**src/rtl/fft5_frame_ctrl_if.sv**
```systemverilog
// Sample stream into the FFT5 frame controller.
// The controller holds the slave side; the sample source is the master.
interface fft5_frame_ctrl_if #(
    parameter int WIDTH = 18
);
    logic             s_valid;
    logic [WIDTH-1:0] s_re;
    logic [WIDTH-1:0] s_im;
    logic             s_ready;

    modport master (
        output s_valid,
        output s_re,
        output s_im,
        input  s_ready
    );

    modport slave (
        input  s_valid,
        input  s_re,
        input  s_im,
        output s_ready
    );
endinterface

```
**src/rtl/fft5_frame_ctrl.sv**
```systemverilog
// Frame sequencer for a 5/25-point FFT5 core: loads N samples,
// waits for N outputs under a watchdog, then pulses frame_done.
module fft5_frame_ctrl #(
    parameter int WIDTH   = 18,
    parameter int TIMEOUT = 1024
) (
    input  logic             clk,
    input  logic             rst,
    input  logic             cfg_valid,
    input  logic             cfg_size,
    output logic             cfg_ready,
    fft5_frame_ctrl_if.slave s,
    output logic [1:0]       fft_stages,
    output logic             fft_di_en,
    output logic [WIDTH-1:0] fft_di_re,
    output logic [WIDTH-1:0] fft_di_im,
    input  logic             fft_do_en,
    output logic             busy,
    output logic             frame_done,
    output logic             err_timeout,
    input  logic             err_clr
);
    localparam int WDW = $clog2(TIMEOUT + 1);

    typedef enum logic [2:0] {
        IDLE, SETUP, LOAD, DRAIN, DONE, ERR
    } state_t;

    state_t         state;
    logic [4:0]     n_len;
    logic [4:0]     in_cnt;
    logic [4:0]     out_cnt;
    logic [4:0]     out_nxt;
    logic [WDW-1:0] wdog;
    logic           s_ready_q;
    logic           take;
    logic           last_in;

    assign s.s_ready = s_ready_q;
    assign take      = (state == LOAD) & s.s_valid & s_ready_q;
    assign last_in   = (in_cnt == n_len - 5'd1);

    // Output count saturates at N so surplus do_en pulses are ignored
    always_comb begin
        out_nxt = out_cnt;
        if ((state == LOAD || state == DRAIN) && fft_do_en
            && out_cnt != n_len)
            out_nxt = out_cnt + 5'd1;
    end

    always_ff @(posedge clk) begin
        if (rst) begin
            state       <= IDLE;
            n_len       <= '0;
            in_cnt      <= '0;
            out_cnt     <= '0;
            wdog        <= '0;
            cfg_ready   <= 1'b1;
            s_ready_q   <= 1'b0;
            fft_stages  <= 2'd0;
            fft_di_en   <= 1'b0;
            fft_di_re   <= '0;
            fft_di_im   <= '0;
            busy        <= 1'b0;
            frame_done  <= 1'b0;
            err_timeout <= 1'b0;
        end else begin
            fft_di_en  <= take;
            frame_done <= 1'b0;
            out_cnt    <= out_nxt;
            if (take) begin
                fft_di_re <= s.s_re;
                fft_di_im <= s.s_im;
            end
            unique case (state)
                IDLE: begin
                    if (cfg_valid) begin
                        n_len      <= cfg_size ? 5'd25 : 5'd5;
                        fft_stages <= cfg_size ? 2'd2 : 2'd1;
                        cfg_ready  <= 1'b0;
                        busy       <= 1'b1;
                        state      <= SETUP;
                    end
                end
                SETUP: begin
                    s_ready_q <= 1'b1;
                    state     <= LOAD;
                end
                LOAD: begin
                    if (take) begin
                        in_cnt <= in_cnt + 5'd1;
                        if (last_in) begin
                            s_ready_q <= 1'b0;
                            state     <= DRAIN;
                        end
                    end
                end
                DRAIN: begin
                    if (out_nxt == n_len) begin
                        frame_done <= 1'b1;
                        state      <= DONE;
                    end else if (wdog == WDW'(TIMEOUT - 1)) begin
                        fft_stages  <= 2'd0;
                        err_timeout <= 1'b1;
                        state       <= ERR;
                    end else begin
                        wdog <= wdog + 1'b1;
                    end
                end
                DONE: begin
                    in_cnt     <= '0;
                    out_cnt    <= '0;
                    wdog       <= '0;
                    fft_stages <= 2'd0;
                    busy       <= 1'b0;
                    cfg_ready  <= 1'b1;
                    state      <= IDLE;
                end
                ERR: begin
                    if (err_clr) begin
                        in_cnt      <= '0;
                        out_cnt     <= '0;
                        wdog        <= '0;
                        err_timeout <= 1'b0;
                        busy        <= 1'b0;
                        cfg_ready   <= 1'b1;
                        state       <= IDLE;
                    end
                end
                default: state <= IDLE;
            endcase
        end
    end
endmodule

```
**src/flat_wrapper.sv**
```systemverilog
// flat-port wrapper written by rule: the top's interface ports become plain ports
module fft5_frame_ctrl_flat 
#(
    parameter int WIDTH   = 18,
    parameter int TIMEOUT = 1024
)
  (clk, rst, cfg_valid, cfg_size, cfg_ready, fft_stages, fft_di_en, fft_di_re, fft_di_im, fft_do_en, busy, frame_done, err_timeout, err_clr, s_s_valid, s_s_re, s_s_im, s_s_ready);
  fft5_frame_ctrl_if #(.WIDTH(WIDTH)) s_i ();
  input  logic clk;
  input  logic rst;
  input  logic cfg_valid;
  input  logic cfg_size;
  output logic cfg_ready;
  output logic [1:0] fft_stages;
  output logic fft_di_en;
  output logic [WIDTH-1:0] fft_di_re;
  output logic [WIDTH-1:0] fft_di_im;
  input  logic fft_do_en;
  output logic busy;
  output logic frame_done;
  output logic err_timeout;
  input  logic err_clr;
  input wire logic [$bits(s_i.s_valid)-1:0] s_s_valid;
  input wire logic [$bits(s_i.s_re)-1:0] s_s_re;
  input wire logic [$bits(s_i.s_im)-1:0] s_s_im;
  output wire logic [$bits(s_i.s_ready)-1:0] s_s_ready;
  assign s_i.s_valid = s_s_valid;
  assign s_i.s_re = s_s_re;
  assign s_i.s_im = s_s_im;
  assign s_s_ready = s_i.s_ready;
  fft5_frame_ctrl #(.WIDTH(WIDTH), .TIMEOUT(TIMEOUT)) u_core (.clk(clk), .rst(rst), .cfg_valid(cfg_valid), .cfg_size(cfg_size), .cfg_ready(cfg_ready), .s(s_i), .fft_stages(fft_stages), .fft_di_en(fft_di_en), .fft_di_re(fft_di_re), .fft_di_im(fft_di_im), .fft_do_en(fft_do_en), .busy(busy), .frame_done(frame_done), .err_timeout(err_timeout), .err_clr(err_clr));
endmodule
```
**config.mk**
```make
export PLATFORM = sky130hd
export DESIGN_NAME = fft5_frame_ctrl_flat
export DESIGN_NICKNAME = d
export VERILOG_FILES = /design/src/rtl/fft5_frame_ctrl_if.sv /design/src/rtl/fft5_frame_ctrl.sv /design/src/flat_wrapper.sv
export SDC_FILE = /design/constraint.sdc
export NUM_CORES = 1
export LEC_CHECK = 0
export CORE_UTILIZATION = 30
export CTS_CLUSTER_SIZE = 12
export DETAILED_ROUTE_END_ITERATION = 12
export SLEW_MARGIN = 0
export SYNTH_ARGS = -nofsm -noshare
export SYNTH_HDL_FRONTEND = slang
export SYNTH_SLANG_ARGS = --single-unit
```
**constraint.sdc**
```tcl
create_clock -name clk -period 3.4 [get_ports clk]
set_input_delay 1.02 -clock clk [delete_from_list [all_inputs] [get_ports clk]]
set_output_delay 1.02 -clock clk [all_outputs]
set_load 0.005 [all_outputs]
```
==> load_flow_metrics.sql, run 1 <==
INSERT INTO impl_metrics (metric_group, metric, value, unit) VALUES
('place', 'number_of_i_o_port_buffers', '86', ''),
('critical_path', 'crit_required', '3670', 'ps'),
('global_routing', 'grt_start_max_net_pins', '39', ''),
('clock_network', 'cts-buffers-inserted', '9', ''),
('floorplan', 'floorplan.die.width', '105', 'um'),
('place', 'dp_hpwl', '6000', 'um'),
('clock_network', 'worst_skew_pair.late_latency', '350', 'ps'),
('clock_network', 'cts_setup_buffers', '0', ''),
('min_path', 'type_of_the_most_critical_hold_path', 'flop to flop', ''),
('pwr', 'share_comb_of_total_power', '0.112', ''),
('pwr', 'share_seq_of_total_power', '0.497', ''),
('sta', 'timing.max_slew.rel_slack', '0.540', ''),
('pwr', 'power.leakage', '1.51', 'nW'),
('pwr', 'clock_power_share', '0.391', ''),
('finish', 'syn2layout_area_growth', '37.2', '%'),
('sta', 'finClkSkew', '6.69', 'ps'),
('logic_synthesis', 'synth_async_sr_flop_share', '0', ''),
('route', 'first_pass_iters', '4', ''),
('clock_network', 'post_cts_hold_buffer_count', '0', ''),
('global_routing', 'grt_overflow', '0', ''),
('pwr', 'cell_internal_pwr', '1.29', 'mW'),
('logic_synthesis', 'synth_edf_count', '0', ''),
('floorplan', 'dieHeight', '105', 'um'),
('critical_path', 'crit_path_end_kind', 'flop', ''),
('sta', 'timing.final.crit_share', '0.873', ''),
('route', 'viasPerCell', '4.79', ''),
('pwr', 'swShare', '0.257', ''),
('critical_path', 'reg2reg_from', 'u_core.state[2]', ''),
('pwr', 'total_chip_power', '1.74', 'mW'),
('min_path', 'worst_hold_endpoint', 'u_core.wdog[10]', ''),
('pwr', 'power_per_cell_area', '395', 'nW/um^2'),
('clock_network', 'cts.sinks', '71', ''),
('sta', 'rsz0062_at_grt', 'no', ''),
('place', 'place_congestion', '0.772', ''),
('global_routing', 'via_count_of_the_first_global_routing_pass', '2985', ''),
('floorplan', 'core_region_area', '10300', 'um^2'),
('critical_path', 'critical_path.n_buffers_inverters', '2', ''),
('min_path', 'timing.hold.worst_path_depth', '2', ''),
('route', 'postRouteWirelength', '8530', 'um'),
('sta', 'final-max-slew-violation-count', '0', ''),
('finish', 'antenna_cells_inserted', '0', ''),
('floorplan', 'ioPinCount', '87', ''),
('logic_synthesis', 'synth_ff_type', 'dfxtp_1', ''),
('sta', 'fin_tns_setup', '0', 'ps'),
('critical_path', 'crit_arrival', '3240', 'ps'),
('logic_synthesis', 'synth_seq_area_share', '0.443', ''),
('finish', 'mostFrequentLayoutCell', 'nand2_1', ''),
('floorplan', 'initial_utilization', '0.311', ''),
('route', 'mean_routed_wirelength_per_cell', '13.8', 'um'),
('critical_path', 'ff2ff_path_depth', '7', ''),
('finish', 'most-common-layout-cells', 'nand2_1, clkdlybuf4s50_1, dfxtp_1', ''),
('clock_network', 'cts-root-to-sink-buffers', '2', ''),
('place', 'detailedPlace.worstSlack', '86.7', 'ps'),
('sta', 'fin_crit', '2970', 'ps'),
('global_routing', 'antenna_violations_before_repair', '0', ''),
('outcome', 'run_status', 'finished, final reports clean', ''),
('route', 'postRouteAntennaNets', '0', ''),
('logic_synthesis', 'synthCells', '396', ''),
('sta', 'timing.fmax', '337', 'MHz'),
('critical_path', 'regToRegSetupSlack', '960', 'ps'),
('logic_synthesis', 'mappedNetlistNets', '443', ''),
('critical_path', 'crit_path_cell_trace', 'clkdlybuf4s50_1 -> nand3b_2 -> or3b_1 -> a32oi_2 -> a211oi_4 -> buf_4 -> a2111oi_2 -> mux2i_1', ''),
('floorplan', 'floorplan.die_area', '11100', 'um^2'),
('clock_network', 'worst_setup_hold_path_clk_slew', '80', 'ps'),
('pwr', 'switching_power', '0.446', 'mW'),
('logic_synthesis', 'synthesis.yosys.warnings', '0', ''),
('clock_network', 'cts_resized', '0', ''),
('critical_path', 'cp_slowest_stage_delay', '510', 'ps'),
('critical_path', 'cp-start-kind', 'primary input', ''),
('route', 'post-route-drc-count', '0', ''),
('logic_synthesis', 'netlist-cell-type-count', '53', '');
[state kept, by name (all words and copies together) (netlist names), 2 cells and up]
register           flops
u_core.fft_di_im      18
u_core.fft_di_re      18
u_core.wdog           11
u_core.in_cnt          5
u_core.out_cnt         5
u_core.n_len           3
u_core.state           3
u_core.fft_stages      2
[per-stage QoR]
step                cells  utilization  instance area, um^2  hold WS (ps)
global placement      602        0.407                 4200           414
global route          618        0.426                 4400           474
floorplan             396            -                 3210           407
detailed placement    602        0.407                 4200           427
CTS                   618        0.426                 4400           442
finish                618        0.426                 4400           445
[worst max path at each step]
stage | start | end | depth (start not counted)
after floorplan | fft_do_en | u_core.wdog[7] | 6
after CTS | fft_do_en | u_core.wdog[5] | 8
after global routing | fft_do_en | u_core.wdog[5] | 8
after detailed placement | fft_do_en | u_core.wdog[7] | 8
after global placement | fft_do_en | u_core.wdog[5] | 8
final | fft_do_en | u_core.wdog[5] | 8
[cells in the mapped netlist (all sizes together), types with 8 or more instances]
library cell  instances  area, um^2
or3                  11        68.8
clkbuf               23        86.3
xor2                  8        70.1
nor2                 25        93.8
o21ai                 8        40.0
dfxtp                71        1420
nand2                98         368
nand3                11        55.1
a21oi                56         280
nor3                  8        45.0
mux2i                 8        80.1
[area by class of cell]
type | instances | area [um^2] | area share
Multi-Input combinational cell | 293 | 1660 | 0.376
Sequential cell | 71 | 1420 | 0.323
Timing Repair Buffer | 96 | 931 | 0.212
Tap cell | 136 | 170 | 0.0387
Clock buffer | 10 | 128 | 0.0290
Clock inverter | 6 | 70.1 | 0.0159
Inverter | 6 | 22.5 | 0.00512
[tightest hold or removal path, delay by kind of cell, from the launching register on]
kind             cells  cell delay [ps]
flip-flops           1              310
AND/OR/NAND/NOR      1               50
AO/OA/AOI/OAI        1               40
[metal layers]
| layer | vias up | GRT usage | part of all wire |
|---|---|---|---|
| met4 | 0 | 0.0493 | 0.0064 |
| met2 | 60 | 0.273 | 0.50 |
| met1 | 1378 | 0.198 | 0.44 |
| li1 | 1516 | - | - |
| met3 | 4 | 0.0489 | 0.050 |
| met5 | - | 0 | 0 |
[logic make-up (layout without fill, tap and decap cells)]
logic type,after synthesis,count (layout),synth area share
fa+ha+maj,4,4,0.0156
mux,8,8,0.0250
buf+inv,32,118,0.0402
compound gates,89,89,0.178
simple gates,180,180,0.265
flops,71,71,0.443
xor+xnor,12,12,0.0328
[power by group through the flow]
stage / Sequential, mW / Clock (mW) / Combinational [mW]
floorplan: 0.876 / 0 / 0.106
global placement: 0.882 / 0 / 0.193
detailed placement: 0.882 / 0 / 0.195
CTS: 0.862 / 0.707 / 0.197
global route: 0.865 / 0.737 / 0.216
finish: 0.862 / 0.679 / 0.194
(Power assumes the default switching activity.)
==> inputs of run 2 (changes only) <==
PLACE_DENSITY_LB_ADDON = 0.15   (was not set)
==> load_flow_metrics.sql, run 2 (synthesized netlist as in run 1, its figures left out) <==
INSERT INTO impl_metrics (metric_group, metric, value, unit) VALUES
('finish', 'drive_above_1_share', '0.0790', ''),
('min_path', 'timing.hold.worst_path_depth', '2', ''),
('critical_path', 'slowest_stage', 'clkdlybuf4s50_1', ''),
('clock_network', 'cts.sinks', '71', ''),
('clock_network', 'clockRootBuffer', 'clkbuf_8', ''),
('place', 'placed_cells', '601', ''),
('finish', 'antenna_cells_inserted', '0', ''),
('global_routing', 'via_count_of_the_first_global_routing_pass', '2839', ''),
('min_path', 'worst_hold_endpoint', 'u_core.wdog[10]', ''),
('sta', 'fin_crit', '2980', 'ps'),
('clock_network', 'post_cts_hold_buffer_count', '0', ''),
('clock_network', 'cts-buffers-inserted', '9', ''),
('global_routing', 'groute.usage.overall', '0.156', ''),
('critical_path', 'reg2reg_from', 'u_core.state[2]', ''),
('sta', 'final-max-slew-violation-count', '0', ''),
('sta', 'timing.max_slew.rel_slack', '0.567', ''),
('critical_path', 'critical_path.reg2reg.endpoint', 'u_core.wdog[7]', ''),
('finish', 'final_cells', '617', ''),
('sta', 'max_slew.worst_pin.slew', '649', 'ps'),
('route', 'first_pass_iters', '4', ''),
('finish', 'finish.instance_area', '4390', 'um^2'),
('critical_path', 'critical_path.top_delay_family', 'compound AO/OA/AOI/OAI gates', ''),
('global_routing', 'grt_overflow', '0', ''),
('min_path', 'type_of_the_most_critical_hold_path', 'flop to flop', ''),
('critical_path', 'cp-start-kind', 'primary input', ''),
('sta', 'rsz0062_at_grt', 'no', ''),
('finish', 'layout.filler_cells', '1056', ''),
('route', 'postRouteWirelength', '8530', 'um'),
('route', 'via_count', '2969', ''),
('floorplan', 'core_region_area', '10300', 'um^2'),
('critical_path', 'cp_slowest_stage_delay', '510', 'ps'),
('place', 'dp_hpwl', '5840', 'um'),
('clock_network', 'cts-root-to-sink-buffers', '2', ''),
('critical_path', 'crit_path_end_kind', 'flop', ''),
('finish', 'nets_finish', '523', ''),
('sta', 'timing_hold_violations_final', '0', ''),
('clock_network', 'tritoncts', 'yes', ''),
('critical_path', 'worstSetupPathType', 'primary input to flop', ''),
('clock_network', 'cts.htree.levels', '3', ''),
('pwr', 'power_per_cell_area', '386', 'nW/um^2'),
('place', 'placed_cell_area', '4210', 'um^2'),
('pwr', 'power.leakage', '1.51', 'nW'),
('place', 'place_congestion', '0.799', ''),
('finish', 'syn2layout_area_growth', '36.9', '%'),
('global_routing', 'grt_first_pass_wirelength', '13900', 'um'),
('pwr', 'peakVddDrop', '186', 'uV'),
('outcome', 'run_status', 'finished, final reports clean', ''),
('sta', 'timing.final.crit_share', '0.875', ''),
('pwr', 'total_chip_power', '1.69', 'mW'),
('critical_path', 'critical_path.n_buffers_inverters', '2', ''),
('min_path', 'hold_path.startpoint', 'u_core.wdog[10]', ''),
('critical_path', 'crit_arrival', '3250', 'ps'),
('clock_network', 'cts_setup_buffers', '0', ''),
('route', 'viasPerCell', '4.81', ''),
('floorplan', 'floorplan.die_area', '11100', 'um^2'),
('run', 'drv_cap', '0', ''),
('finish', 'mostFrequentLayoutCell', 'nand2_1', ''),
('route', 'mean_routed_wirelength_per_cell', '13.8', 'um'),
('route', 'post-route-drc-count', '0', ''),
('critical_path', 'regToRegSetupSlack', '930', 'ps'),
('critical_path', 'crit_path_cell_trace', 'clkdlybuf4s50_1 -> nand3b_2 -> or3b_1 -> a32oi_2 -> a211oi_4 -> buf_12 -> a2111oi_2 -> mux2i_1', ''),
('floorplan', 'fp-row-count', '37', ''),
('floorplan', 'dieHeight', '105', 'um'),
('critical_path', 'ff2ff_path_depth', '7', ''),
('finish', 'most-common-layout-cells', 'nand2_1, clkdlybuf4s50_1, dfxtp_1', ''),
('route', 'first_iter_violations', '126', ''),
('clock_network', 'worst_skew_pair.late_latency', '340', 'ps'),
('floorplan', 'floorplan.die.width', '105', 'um'),
('clock_network', 'worst_setup_hold_path_clk_slew', '80', 'ps'),
('finish', 'layout.core_utilization', '0.425', ''),
('sta', 'setup-violations-final', '0', ''),
('finish', 'reg.largest.list', 'u_core.fft_di_im x18, u_core.fft_di_re x18, u_core.wdog x11', ''),
('sta', 'fin_tns_setup', '0', 'ps'),
('global_routing', 'antenna_violations_before_repair', '0', ''),
('sta', 'finClkSkew', '8.08', 'ps'),
('clock_network', 'cts_resized', '0', ''),
('global_routing', 'grt_start_max_net_pins', '40', ''),
('floorplan', 'ioPinCount', '87', ''),
('critical_path', 'crit_required', '3670', 'ps'),
('place', 'number_of_i_o_port_buffers', '86', ''),
('floorplan', 'initial_utilization', '0.311', ''),
('route', 'postRouteAntennaNets', '0', ''),
('critical_path', 'timing.critical_path.fanout_max', '10', ''),
('sta', 'timing.fmax', '336', 'MHz');
[run 2: cell count changes in the layout (fill, tap and decap cells not counted)]
cell       delta
bufinv_16     -1
clkbuf_1      -1
buf_12        +1
clkbuf_8      +1
buf_4         -2
clkinv_2      +1
[run 2: tightest hold or removal path, delay by kind of cell (launching register included)]
kind	cells	cell delay [ps]
AO/OA/AOI/OAI	1	30
flip-flops	1	310
AND/OR/NAND/NOR	1	50
[run 2: area by class of cell]
| cell class | count | area, um^2 | area share |
|---|---|---|---|
| Multi-Input combinational cell | 293 | 1660 | 0.377 |
| Sequential cell | 71 | 1420 | 0.324 |
| Timing Repair Buffer | 95 | 936 | 0.213 |
| Tap cell | 136 | 170 | 0.0388 |
| Clock buffer | 10 | 138 | 0.0314 |
| Clock inverter | 6 | 45.0 | 0.0103 |
| Inverter | 6 | 22.5 | 0.00513 |
[run 2: worst max-delay path by stage]
stage | start | endpoint | slack [ps] | depth (start not counted)
finish | fft_do_en | u_core.wdog[7] | 420 | 8
global route | fft_do_en | u_core.wdog[5] | 320 | 8
CTS | fft_do_en | u_core.wdog[5] | 440 | 8
global placement | fft_do_en | u_core.wdog[7] | 150 | 8
detailed placement | fft_do_en | u_core.wdog[5] | 70 | 8
floorplan | fft_do_en | u_core.wdog[7] | 910 | 6
[run 2: report_power, final]
part | internal, mW | total, mW | switching, mW
combinational | 0.107 | 0.203 | 0.0958
sequential | 0.846 | 0.863 | 0.0169
clock | 0.287 | 0.627 | 0.340
[run 2: metal layers]
layer	up-vias	routed length, um	global-route usage
met5	-	0	0
li1	1526	-	-
met4	0	68	0.0543
met2	59	4080	0.257
met1	1377	4050	0.199
met3	7	336	0.0365
[run 2: per-stage QoR]
stage          setup WS (ps)  hold slack, ps
2_1_floorplan            908             407
3_3_place_gp             149             422
3_5_place_dp            74.8             425
4_1_cts                  442             437
5_1_grt                  316             452
6_report                 424             439
